<file path="src/rtl/stack_fifo_buf_pkg.sv">
// Shared types and modulo-depth pointer helpers for the LIFO/FIFO buffer.
// Latency: none (pure functions and types only).
// Backpressure: not applicable.
package stack_pkg;

    typedef enum logic {
        MODE_LIFO = 1'b0,
        MODE_FIFO = 1'b1
    } stk_mode_t;

    // Advance a pointer by one, wrapping explicitly from depth-1 to 0.
    function automatic logic [31:0] ptr_inc(input logic [31:0] ptr, input logic [31:0] depth);
        logic [31:0] res;
        if (ptr == depth - 32'd1) res = 32'd0;
        else                      res = ptr + 32'd1;
        return res;
    endfunction

    // Step a pointer back by one, wrapping explicitly from 0 to depth-1.
    function automatic logic [31:0] ptr_dec(input logic [31:0] ptr, input logic [31:0] depth);
        logic [31:0] res;
        if (ptr == 32'd0) res = depth - 32'd1;
        else              res = ptr - 32'd1;
        return res;
    endfunction

    // (ptr + off) mod depth for ptr < depth and off <= depth: one subtract suffices.
    function automatic logic [31:0] ptr_add(input logic [31:0] ptr, input logic [31:0] off,
                                            input logic [31:0] depth);
        logic [31:0] sum;
        sum = ptr + off;
        if (sum >= depth) sum = sum - depth;
        return sum;
    endfunction

endpackage

</file>
<file path="src/rtl/stack_fifo_buf_if.sv">
// Request/response bundle between a buffer user and stack_fifo_buf.
// Latency: wiring only.
// Backpressure: user watches o_full/o_empty; rejected requests raise sticky flags.
interface stack_fifo_buf_if #(
    parameter int DPT = 4,
    parameter int DW  = 8
);
    import stack_pkg::*;

    localparam int CNTW = $clog2(DPT + 1);

    logic            i_clr;
    logic            i_mode;
    logic            i_push_en;
    logic [DW-1:0]   i_push_data;
    logic            i_pop_en;
    logic [DW-1:0]   o_pop_data;
    logic            o_full;
    logic            o_afull;
    logic            o_empty;
    logic            o_aempty;
    logic [CNTW-1:0] o_count;
    stk_mode_t       o_mode;
    logic            o_ovf;
    logic            o_udf;

    modport master (
        output i_clr, i_mode, i_push_en, i_push_data, i_pop_en,
        input  o_pop_data, o_full, o_afull, o_empty, o_aempty, o_count, o_mode, o_ovf, o_udf
    );

    modport slave (
        input  i_clr, i_mode, i_push_en, i_push_data, i_pop_en,
        output o_pop_data, o_full, o_afull, o_empty, o_aempty, o_count, o_mode, o_ovf, o_udf
    );

endinterface

</file>
<file path="src/rtl/stack_fifo_buf_ram.sv">
// DPT x DW storage: one synchronous write port, one asynchronous read port.
// Latency: write visible on the read port after the clock edge; read is combinational.
// Backpressure: none; unreset so it maps onto LUT RAM.
module stack_ram #(
    parameter int DPT  = 4,
    parameter int DW   = 8,
    parameter int PTRW = $clog2(DPT)
) (
    input  logic            clk,
    input  logic            we,
    input  logic [PTRW-1:0] waddr,
    input  logic [DW-1:0]   wdata,
    input  logic [PTRW-1:0] raddr,
    output logic [DW-1:0]   rdata
);

    logic [DW-1:0] mem [DPT];

    // Single write port; addresses are always kept below DPT by the controller.
    always_ff @(posedge clk) begin
        if (we) mem[waddr] <= wdata;
    end

    assign rdata = mem[raddr];

endmodule

</file>
<file path="src/rtl/stack_fifo_buf.sv">
// Runtime-selectable LIFO/FIFO buffer with occupancy, thresholds and sticky error flags.
// Latency: push visible on o_pop_data one cycle later; pop data combinational from state.
// Backpressure: push while full rejected (unless paired with a pop) -> o_ovf; pop while empty -> o_udf.
module stack_fifo_buf #(
    parameter int DPT       = 4,
    parameter int DW        = 8,
    parameter int AFULL_TH  = DPT - 1,
    parameter int AEMPTY_TH = 1
) (
    input  logic             clk,
    input  logic             aresetn,
    stack_fifo_buf_if.slave  bus
);
    import stack_pkg::*;

    localparam int PTRW = $clog2(DPT);
    localparam int CNTW = $clog2(DPT + 1);

    localparam logic [CNTW-1:0] CNT_MAX  = CNTW'(DPT);
    localparam logic [CNTW-1:0] AF_LEVEL = CNTW'(AFULL_TH);
    localparam logic [CNTW-1:0] AE_LEVEL = CNTW'(AEMPTY_TH);

    logic [PTRW-1:0] base_ff, base_nxt;
    logic [CNTW-1:0] cnt_ff,  cnt_nxt;
    stk_mode_t       mode_ff, mode_nxt;
    logic            ovf_ff,  ovf_nxt;
    logic            udf_ff,  udf_nxt;

    logic            full, empty;
    logic            pop_ok, push_ok;
    logic [PTRW-1:0] tail_ptr, top_ptr, base_inc;
    logic [PTRW-1:0] rd_addr, wr_addr;
    logic            wr_en;
    logic [DW-1:0]   rd_data;

    assign full  = (cnt_ff == CNT_MAX);
    assign empty = (cnt_ff == '0);

    // A push into a full buffer is fine when a pop frees the slot in the same cycle.
    assign pop_ok  = bus.i_pop_en & ~empty;
    assign push_ok = bus.i_push_en & (~full | pop_ok);

    // Pointer decode: tail is the next free slot, top is the newest entry.
    always_comb begin
        tail_ptr = PTRW'(ptr_add(32'(base_ff), 32'(cnt_ff), 32'(DPT)));
        top_ptr  = PTRW'(ptr_dec(32'(tail_ptr), 32'(DPT)));
        base_inc = PTRW'(ptr_inc(32'(base_ff), 32'(DPT)));
        rd_addr  = (mode_ff == MODE_FIFO) ? base_ff : top_ptr;
        // LIFO push+pop replaces the top in place; everything else appends at the tail.
        if ((mode_ff == MODE_LIFO) && push_ok && pop_ok) wr_addr = top_ptr;
        else                                             wr_addr = tail_ptr;
        wr_en = push_ok & ~bus.i_clr;
    end

    // Next-state for count, base, mode and sticky flags; clear overrides all traffic.
    always_comb begin
        base_nxt = base_ff;
        cnt_nxt  = cnt_ff;
        mode_nxt = mode_ff;
        ovf_nxt  = ovf_ff;
        udf_nxt  = udf_ff;
        if (bus.i_clr) begin
            base_nxt = '0;
            cnt_nxt  = '0;
            mode_nxt = stk_mode_t'(bus.i_mode);
            ovf_nxt  = 1'b0;
            udf_nxt  = 1'b0;
        end else begin
            if (push_ok && !pop_ok) begin
                cnt_nxt = cnt_ff + 1'b1;
            end else if (pop_ok && !push_ok) begin
                cnt_nxt = cnt_ff - 1'b1;
                if (mode_ff == MODE_FIFO) base_nxt = base_inc;
            end else if (pop_ok && push_ok) begin
                if (mode_ff == MODE_FIFO) base_nxt = base_inc;
            end
            if (bus.i_push_en && !push_ok) ovf_nxt = 1'b1;
            if (bus.i_pop_en && empty)     udf_nxt = 1'b1;
        end
    end

    // Control state registers with asynchronous active-low reset.
    always_ff @(posedge clk or negedge aresetn) begin
        if (!aresetn) begin
            base_ff <= '0;
            cnt_ff  <= '0;
            mode_ff <= MODE_LIFO;
            ovf_ff  <= 1'b0;
            udf_ff  <= 1'b0;
        end else begin
            base_ff <= base_nxt;
            cnt_ff  <= cnt_nxt;
            mode_ff <= mode_nxt;
            ovf_ff  <= ovf_nxt;
            udf_ff  <= udf_nxt;
        end
    end

    stack_ram #(
        .DPT  (DPT),
        .DW   (DW),
        .PTRW (PTRW)
    ) u_ram (
        .clk   (clk),
        .we    (wr_en),
        .waddr (wr_addr),
        .wdata (bus.i_push_data),
        .raddr (rd_addr),
        .rdata (rd_data)
    );

    assign bus.o_pop_data = rd_data;
    assign bus.o_full     = full;
    assign bus.o_empty    = empty;
    assign bus.o_afull    = (cnt_ff >= AF_LEVEL);
    assign bus.o_aempty   = (cnt_ff <= AE_LEVEL);
    assign bus.o_count    = cnt_ff;
    assign bus.o_mode     = mode_ff;
    assign bus.o_ovf      = ovf_ff;
    assign bus.o_udf      = udf_ff;

endmodule

</file>
<file path="src/flat_wrapper.sv">
// flat-port wrapper written by rule: the top's interface ports become plain ports
module stack_fifo_buf_flat import stack_pkg::*;
#(
    parameter int DPT       = 4,
    parameter int DW        = 8,
    parameter int AFULL_TH  = DPT - 1,
    parameter int AEMPTY_TH = 1
)
  (clk, aresetn, bus_i_clr, bus_i_mode, bus_i_push_en, bus_i_push_data, bus_i_pop_en, bus_o_pop_data, bus_o_full, bus_o_afull, bus_o_empty, bus_o_aempty, bus_o_count, bus_o_mode, bus_o_ovf, bus_o_udf);
  stack_fifo_buf_if #(.DPT(DPT), .DW(DW)) bus_i ();
  input  logic clk;
  input  logic aresetn;
  input wire logic [$bits(bus_i.i_clr)-1:0] bus_i_clr;
  input wire logic [$bits(bus_i.i_mode)-1:0] bus_i_mode;
  input wire logic [$bits(bus_i.i_push_en)-1:0] bus_i_push_en;
  input wire logic [$bits(bus_i.i_push_data)-1:0] bus_i_push_data;
  input wire logic [$bits(bus_i.i_pop_en)-1:0] bus_i_pop_en;
  output wire logic [$bits(bus_i.o_pop_data)-1:0] bus_o_pop_data;
  output wire logic [$bits(bus_i.o_full)-1:0] bus_o_full;
  output wire logic [$bits(bus_i.o_afull)-1:0] bus_o_afull;
  output wire logic [$bits(bus_i.o_empty)-1:0] bus_o_empty;
  output wire logic [$bits(bus_i.o_aempty)-1:0] bus_o_aempty;
  output wire logic [$bits(bus_i.o_count)-1:0] bus_o_count;
  output wire logic [$bits(bus_i.o_mode)-1:0] bus_o_mode;
  output wire logic [$bits(bus_i.o_ovf)-1:0] bus_o_ovf;
  output wire logic [$bits(bus_i.o_udf)-1:0] bus_o_udf;
  assign bus_i.i_clr = bus_i_clr;
  assign bus_i.i_mode = bus_i_mode;
  assign bus_i.i_push_en = bus_i_push_en;
  assign bus_i.i_push_data = bus_i_push_data;
  assign bus_i.i_pop_en = bus_i_pop_en;
  assign bus_o_pop_data = bus_i.o_pop_data;
  assign bus_o_full = bus_i.o_full;
  assign bus_o_afull = bus_i.o_afull;
  assign bus_o_empty = bus_i.o_empty;
  assign bus_o_aempty = bus_i.o_aempty;
  assign bus_o_count = bus_i.o_count;
  assign bus_o_mode = bus_i.o_mode;
  assign bus_o_ovf = bus_i.o_ovf;
  assign bus_o_udf = bus_i.o_udf;
  stack_fifo_buf #(.DPT(DPT), .DW(DW), .AFULL_TH(AFULL_TH), .AEMPTY_TH(AEMPTY_TH)) u_core (.clk(clk), .aresetn(aresetn), .bus(bus_i));
endmodule
</file>
<file path="config.mk">
export PLATFORM = sky130hd
export DESIGN_NAME = stack_fifo_buf_flat
export DESIGN_NICKNAME = d
export VERILOG_FILES = /design/src/rtl/stack_fifo_buf_pkg.sv /design/src/rtl/stack_fifo_buf_if.sv /design/src/rtl/stack_fifo_buf_ram.sv /design/src/rtl/stack_fifo_buf.sv /design/src/flat_wrapper.sv
export SDC_FILE = /design/constraint.sdc
export NUM_CORES = 1
export LEC_CHECK = 0
export BUFFER_PORTS_ARGS = -buffer_cell sky130_fd_sc_hd__buf_2
export CORE_ASPECT_RATIO = 0.6
export CORE_MARGIN = 4
export CORE_UTILIZATION = 55
export DETAILED_ROUTE_END_ITERATION = 16
export MAX_ROUTING_LAYER = met4
export PLACE_DENSITY = 0.78
export SYNTH_ARGS = -nofsm -noshare
export SYNTH_HDL_FRONTEND = slang
export SYNTH_HIERARCHICAL = 1
export SYNTH_SLANG_ARGS = --single-unit
</file>
<file path="constraint.sdc">
create_clock -name clk -period 6.48 [get_ports clk]
set_input_delay 0.324 -clock clk [delete_from_list [all_inputs] [get_ports clk]]
set_output_delay 0.324 -clock clk [all_outputs]
set_load 0.02 [all_outputs]
</file>
==> flow_metrics.env, run 1 <==
export IMPL_synth_largest_area_cell="edfxtp_1"
export IMPL_die_w_um=83.9
export IMPL_drv_slew=0
export IMPL_postLayoutSetupSlackWorst_ns=3.39
export IMPL_synthArstFlopShare=0.200
export IMPL_grtUsageTotal=0.179
export IMPL_intPower_mw=0.606
export IMPL_grt_first_pass_wirelength_um=5640
export IMPL_drt_drc_violations_left=0
export IMPL_post_route_util=0.678
export IMPL_cp_max_fo=8
export IMPL_finalWirelength_um=3670
export IMPL_path_class="reg -> out"
export IMPL_swShare=0.344
export IMPL_cts_tree="built"
export IMPL_gp_congestion=0.791
export IMPL_core_area_um2=3280
export IMPL_ys_warn_count=6
export IMPL_p_seq_frac=0.363
export IMPL_fillers=246
export IMPL_ir_drop_mv=0.214
export IMPL_setup_tns_ns=0
export IMPL_max_freq_mhz=323
export IMPL_ys_seq_area_frac=0.610
export IMPL_yosysMostFrequentCell="edfxtp_1"
export IMPL_numCtsBuffers=5
export IMPL_ios=32
export IMPL_crit_family="XOR/XNOR gates"
export IMPL_critPathArrivalTime_ns=2.77
export IMPL_fin_skew_ns=0.00183
export IMPL_wl_per_cell_um=17.8
export IMPL_port_buffers=31
export IMPL_start_kind="flip-flop"
export IMPL_place_inst=198
export IMPL_max_cap_viol_count=0
export IMPL_post_synth_num_cell_types=36
export IMPL_period_share=0.477
export IMPL_cts_num_sinks=40
export IMPL_ys_seq_elements=40
export IMPL_path_clk_slew_ns=0.07
export IMPL_worstHoldPathType="in -> reg"
export IMPL_timing_hold_ws_ns=0.248
export IMPL_fin_cells=206
export IMPL_tightest_slew_ns=0.895
export IMPL_combPwrFrac=0.386
export IMPL_crit_required_ns=6.16
export IMPL_grt_pass1_vias=1141
export IMPL_viasPerCell=5.80
export IMPL_grt_max_degree=13
export IMPL_clockPowerShare=0.251
export IMPL_area_growth_synth_to_final_pct=17.0
export IMPL_status="complete, no violations"
export IMPL_gr_total_overflow=0
export IMPL_fin_nets=182
export IMPL_switchingPower_mw=0.318
export IMPL_firstDrtPassIters=4
export IMPL_synth_top_area_frac=0.505
export IMPL_netlist_area_um2=1900
export IMPL_syn_nets=147
export IMPL_synth_top_cells_by_count="32 x edfxtp_1, 9 x nor2_1, 8 x dfrtp_1, 8 x mux4_2"
export IMPL_num_rows=16
export IMPL_relSlewSlack=0.399
export IMPL_path_buf_inv=1
export IMPL_synth_area_top_cells="edfxtp_1 50%, dfrtp_1 11%, mux4_2 9.5%"
export IMPL_cp_end_kind="output pin"
export IMPL_avgSynthCellArea_um2=15.1
export IMPL_antenna_found_initial=0
export IMPL_power_leakage_nw=0.897
export IMPL_critPathSlowestCell="xnor2_1"
export IMPL_ant_nets=0
export IMPL_finalHoldViolations=0
export IMPL_n_antenna_cell=0
export IMPL_synth_edff_count=32
export IMPL_die_area_um2=4500
export IMPL_crit_path_cell_trace="ha_1, nor2b_1, mux2i_1, xnor2_1, mux4_2, buf_2"
export IMPL_synth_cells=126
export IMPL_ys_flop_type="edfxtp_1"
export IMPL_drt_iter0_markers=73
export IMPL_max_stage_delay_ns=0.72
export IMPL_ctsHtreeMaxLevel=2
export IMPL_clock_path_buffers=2
export IMPL_period_minus_slack_ns=3.09
export IMPL_clk_latency_ns=0.29
export IMPL_rsz0062_at_grt="false"
export IMPL_hpwl_um=2700
export IMPL_die_h_um=53.6
export IMPL_dp_slack_ns=3.72
export IMPL_powerDensity_nw_per_um2=415
export IMPL_drive_gt1_frac=0.335
export IMPL_setup_viol=0
export IMPL_root_buffer="clkbuf_8"
export IMPL_start_util=0.580
export IMPL_vias=1195
## layout make-up
cell class,count,area (um2),area share
repair buffers,34,180,0.0809
clock inverters,2,60.1,0.0270
flip-flops and latches,40,1160,0.522
clock buffers,5,68.8,0.0309
inverters,8,32.5,0.0146
multi-input cells,72,667,0.300
well taps,45,56.3,0.0253
## cell usage in the layout (no fill, tap or decap), types with 2 or more instances in the layout
cell / synthesis / layout
mux4_2: 8 / 8
a21oi_1: 7 / 7
inv_1: 7 / 7
and3b_1: 4 / 4
nor3b_1: 3 / 3
nor2_1: 9 / 9
dfrtp_1: 8 / 8
buf_2: 0 / 31
edfxtp_1: 32 / 32
xor2_1: 2 / 2
nor2b_1: 3 / 3
ha_1: 7 / 7
clkbuf_8: 0 / 5
bufinv_16: 0 / 2
o31ai_1: 2 / 2
xnor2_1: 3 / 3
nand2b_1: 3 / 3
buf_4: 3 / 2
nand4_1: 2 / 2
o21ai_0: 3 / 3
mux2i_1: 2 / 2
## registers in the layout, summed over array words and instances (netlist names)
register            flops
u_core/u_ram/mem       32
u_core/bus.o_count      3
u_core/base_ff          2
u_core/bus.o_mode       1
u_core/bus.o_ovf        1
u_core/bus.o_udf        1
## cell families after synthesis
group,share of synthesized area
xor+xnor,0.0230
flops,0.610
buf+inv,0.0394
fa+ha+maj,0.0460
compound gates,0.0618
mux,0.111
simple gates,0.108
## power by group through the flow
| stage | combinational (mW) | clock (mW) | sequential, mW |
|---|---|---|---|
| after floorplan | 0.258 | 0 | 0.342 |
| after global placement | 0.345 | 0 | 0.337 |
| after detailed placement | 0.354 | 0 | 0.341 |
| after CTS | 0.357 | 0.235 | 0.335 |
| after global routing | 0.383 | 0.249 | 0.339 |
| final | 0.356 | 0.232 | 0.336 |
## what timing repair did
action / 4_1_cts / 5_1_grt
gates resized for setup: 0 / 0
hold buffers: 1 / 0
endpoints found under the setup margin: 0 / 0
endpoints found under the hold margin: 8 / 0
buffers inserted: 0 / 0
## worst paths after layout
check                                 startpoint                     end  slack [ns]  depth (start not counted)
min in group asynchronous                aresetn        u_core/bus.o_ovf        0.41                          2
max reg2reg                u_core/bus.o_count[0]  u_core/u_ram/mem[0][7]        3.65                          8
min                           bus_i_push_data[5]  u_core/u_ram/mem[1][5]        0.25                          1
max in group asynchronous                aresetn       u_core/base_ff[0]        5.90                          2
max                        u_core/bus.o_count[0]       bus_o_pop_data[1]        3.39                          6
min reg2reg                     u_core/bus.o_udf        u_core/bus.o_udf        0.52                          2
## per-layer routing
| metal | GRT usage | wire length [um] |
|---|---|---|
| met1 | 0.236 | 1680 |
| met2 | 0.264 | 1660 |
| met3 | 0.0566 | 271 |
| met4 | 0.0695 | 55 |
| met5 | - | 0 |
## worst reg2reg max path, stage by stage (launching register included)
cell,delay (ns)
dfrtp_1,0.46
inv_1,0.14
ha_1,0.36
nand2b_4,0.16
inv_4,0.06
nor4_2,0.29
xor2_1,0.18
nor3b_1,0.61
buf_4,0.27
## through the flow
step                      power [mW]  cell area, um2
after global routing           0.971            2230
after detailed placement       0.695            2090
after floorplan                0.600            1900
after CTS                      0.928            2230
final                          0.924            2230
after global placement         0.682            2090
No activity file was read; power rests on OpenSTA's default activity.
==> run 2: changes to the inputs <==
--- a/config.mk
+++ b/config.mk
@@ -5,6 +5,7 @@
 export SDC_FILE = /design/constraint.sdc
 export NUM_CORES = 1
 export LEC_CHECK = 0
+export ABC_AREA = 1
 export BUFFER_PORTS_ARGS = -buffer_cell sky130_fd_sc_hd__buf_2
 export CORE_ASPECT_RATIO = 0.6
 export CORE_MARGIN = 4
==> constraint.sdc (replaced) <==
create_clock -name clk -period 2.9 [get_ports clk]
set_input_delay 0.145 -clock clk [delete_from_list [all_inputs] [get_ports clk]]
set_output_delay 0.145 -clock clk [all_outputs]
set_load 0.02 [all_outputs]
==> flow_metrics.env, run 2 <==
export IMPL_firstDrtPassIters=4
export IMPL_setup_viol=0
export IMPL_period_minus_slack_ns=2.61
export IMPL_swShare=0.428
export IMPL_rsz0062_at_grt="false"
export IMPL_grt_first_pass_wirelength_um=6920
export IMPL_vias=1530
export IMPL_grt_pass1_vias=1406
export IMPL_clockPowerShare=0.184
export IMPL_regArea_um2=1160
export IMPL_yosysMostFrequentCell="nand2_1"
export IMPL_powerDensity_nw_per_um2=967
export IMPL_fin_cells=308
export IMPL_critPathSlowestCell="dfrtp_1"
export IMPL_clk_latency_ns=0.29
export IMPL_path_class="reg -> out"
export IMPL_clock_path_buffers=2
export IMPL_largest_reg_flops=32
export IMPL_relSlewSlack=0.605
export IMPL_p_seq_frac=0.329
export IMPL_post_route_util=0.701
export IMPL_ys_flop_type="edfxtp_1"
export IMPL_cp_max_fo=9
export IMPL_ios=32
export IMPL_fillers=255
export IMPL_finalHoldViolations=0
export IMPL_synth_top_area_frac=0.466
export IMPL_num_rows=16
export IMPL_ys_seq_elements=40
export IMPL_multiInputGateArea_um2=669
export IMPL_core_area_um2=3420
export IMPL_die_h_um=55.4
export IMPL_final_common_cell="nand2_1"
export IMPL_drv_slew=0
export IMPL_synthArstFlopShare=0.200
export IMPL_wl_per_cell_um=13.3
export IMPL_total_power_mw=2.32
export IMPL_ant_nets=0
export IMPL_critPathArrivalTime_ns=2.46
export IMPL_tightest_slew_ns=0.588
export IMPL_finalWirelength_um=4100
export IMPL_worstHoldPathType="in -> reg"
export IMPL_fin_skew_ns=0.00246
export IMPL_crit_top_cell="nand2_1"
export IMPL_ys_seq_area_frac=0.563
export IMPL_fin_nets=283
export IMPL_timing_hold_ws_ns=0.0659
export IMPL_die_w_um=87.1
export IMPL_drive_gt1_frac=0.205
export IMPL_max_freq_mhz=383
export IMPL_root_buffer="clkbuf_8"
export IMPL_combPwrFrac=0.487
export IMPL_cts_tree="built"
export IMPL_setup_tns_ns=0
export IMPL_max_stage_delay_ns=0.45
export IMPL_cts_num_sinks=40
export IMPL_intPower_mw=1.33
export IMPL_netlist_area_um2=2060
export IMPL_avgSynthCellArea_um2=9.34
export IMPL_ys_warn_count=6
export IMPL_synth_largest_area_cell="edfxtp_1"
export IMPL_layout_common_cells="60 x nand2_1, 50 x inv_1, 32 x edfxtp_1"
export IMPL_max_cap_viol_count=0
export IMPL_place_inst=299
export IMPL_power_leakage_nw=1.19
export IMPL_syn_nets=242
export IMPL_drt_iter0_markers=148
export IMPL_path_clk_slew_ns=0.07
export IMPL_gp_congestion=0.936
export IMPL_grtUsageTotal=0.194
export IMPL_post_cts_buffers=0
export IMPL_max_flop_register="u_core/u_ram/mem"
export IMPL_synth_edff_count=32
export IMPL_synth_cells=221
export IMPL_viasPerCell=4.97
export IMPL_status="complete, no violations"
export IMPL_period_share=0.900
export IMPL_ir_drop_mv=0.638
export IMPL_postLayoutSetupSlackWorst_ns=0.290
export IMPL_crit_path_cell_trace="ha_1, inv_1, nand2_1, nand2_1, nand2_1, nand2_1, nand2_1, nand3_1, nand2_1, inv_1, nand3_1, nand2_1, buf_2"
export IMPL_dp_slack_ns=0.619
export IMPL_grt_max_degree=17
export IMPL_hpwl_um=3090
export IMPL_n_antenna_cell=0
export IMPL_place_area_um2=2280
export IMPL_port_buffers=31
export IMPL_start_kind="flip-flop"
export IMPL_gr_total_overflow=0
export IMPL_ctsHtreeMaxLevel=2
export IMPL_antenna_found_initial=0
export IMPL_numCtsBuffers=5
export IMPL_final_area_um2=2400
export IMPL_start_util=0.603
export IMPL_synth_top_cells_by_count="60 x nand2_1, 50 x inv_1, 32 x edfxtp_1, 20 x nand3_1, 8 x dfrtp_1"
export IMPL_cp_end_kind="output pin"
export IMPL_area_growth_synth_to_final_pct=16.4
export IMPL_switchingPower_mw=0.994
export IMPL_die_area_um2=4830
export IMPL_synth_area_top_cells="edfxtp_1 47%, nand2_1 11%, dfrtp_1 9.7%"
export IMPL_drt_drc_violations_left=0
export IMPL_crit_required_ns=2.76
export IMPL_post_synth_num_cell_types=29
-- run 2: changes by cell type in the layout (fill, tap and decap cells not counted), moves of 6 or more --
cell	previous run	this run
a21oi_1	7	1
nand3_1	0	20
mux4_2	8	0
inv_1	7	50
nand2_1	1	60
-- run 2: kinds of logic after synthesis --
logic type	count (synthesis)	synth area share
buffers and inverters	56	0.113
XOR/XNOR	2	0.00849
adder cells (fa/ha/maj)	7	0.0424
flip-flops	40	0.563
AO/OA/AOI/OAI	14	0.0443
AND/OR/NAND/NOR	102	0.229
-- run 2: worst paths after layout --
path / startpoint / endpoint / slack (ns) / depth (start not counted)
setup / recovery: u_core/bus.o_count[0] / bus_o_pop_data[3] / 0.29 / 13
hold / removal: bus_i_mode / u_core/bus.o_mode / 0.07 / 3
setup reg to reg: u_core/bus.o_count[0] / u_core/u_ram/mem[1][6] / 0.70 / 8
hold reg to reg: u_core/bus.o_udf / u_core/bus.o_udf / 0.50 / 1
max in group asynchronous: aresetn / u_core/bus.o_mode / 2.47 / 2
min in group asynchronous: aresetn / u_core/bus.o_udf / 0.25 / 2
-- run 2: cell type report --
cell class,instances,area share
sequential,40,0.484
multi-input combinational,125,0.279
timing repair buffer,38,0.0875
inverter,52,0.0823
clock buffer,5,0.0287
tap,45,0.0234
clock inverter,3,0.0156
-- run 2: timing repair --
action / in CTS / in global routing
resized for setup: 0 / 0
hold buffers: 1 / 0
hold endpoints to repair: 8 / 0
-- run 2: power groups by stage --
| stage | combinational (mW) | clock (mW) | sequential (mW) |
|---|---|---|---|
| 3_3_place_gp | 1.11 | 0 | 0.772 |
| 3_5_place_dp | 1.13 | 0 | 0.774 |
| 6_report | 1.13 | 0.427 | 0.763 |
| 2_1_floorplan | 0.791 | 0 | 0.795 |
| 4_1_cts | 1.13 | 0.436 | 0.762 |
| 5_1_grt | 1.26 | 0.464 | 0.771 |
-- run 2: critical path, delay by kind of cell, from the launching register on --
family | cells | cell delay (ns)
adders and majority gates | 1 | 0.24
buffers and inverters | 3 | 0.55
DFF | 1 | 0.45
and+or+nand+nor | 9 | 0.92
-- run 2: layer usage --
| layer | vias up | global-route usage | wire, um |
|---|---|---|---|
| li1 | 782 | - | - |
| met1 | 675 | 0.292 | 1980 |
| met2 | 67 | 0.254 | 1660 |
| met3 | 6 | 0.0446 | 402 |
| met4 | 0 | 0.0667 | 53 |
| met5 | - | - | 0 |
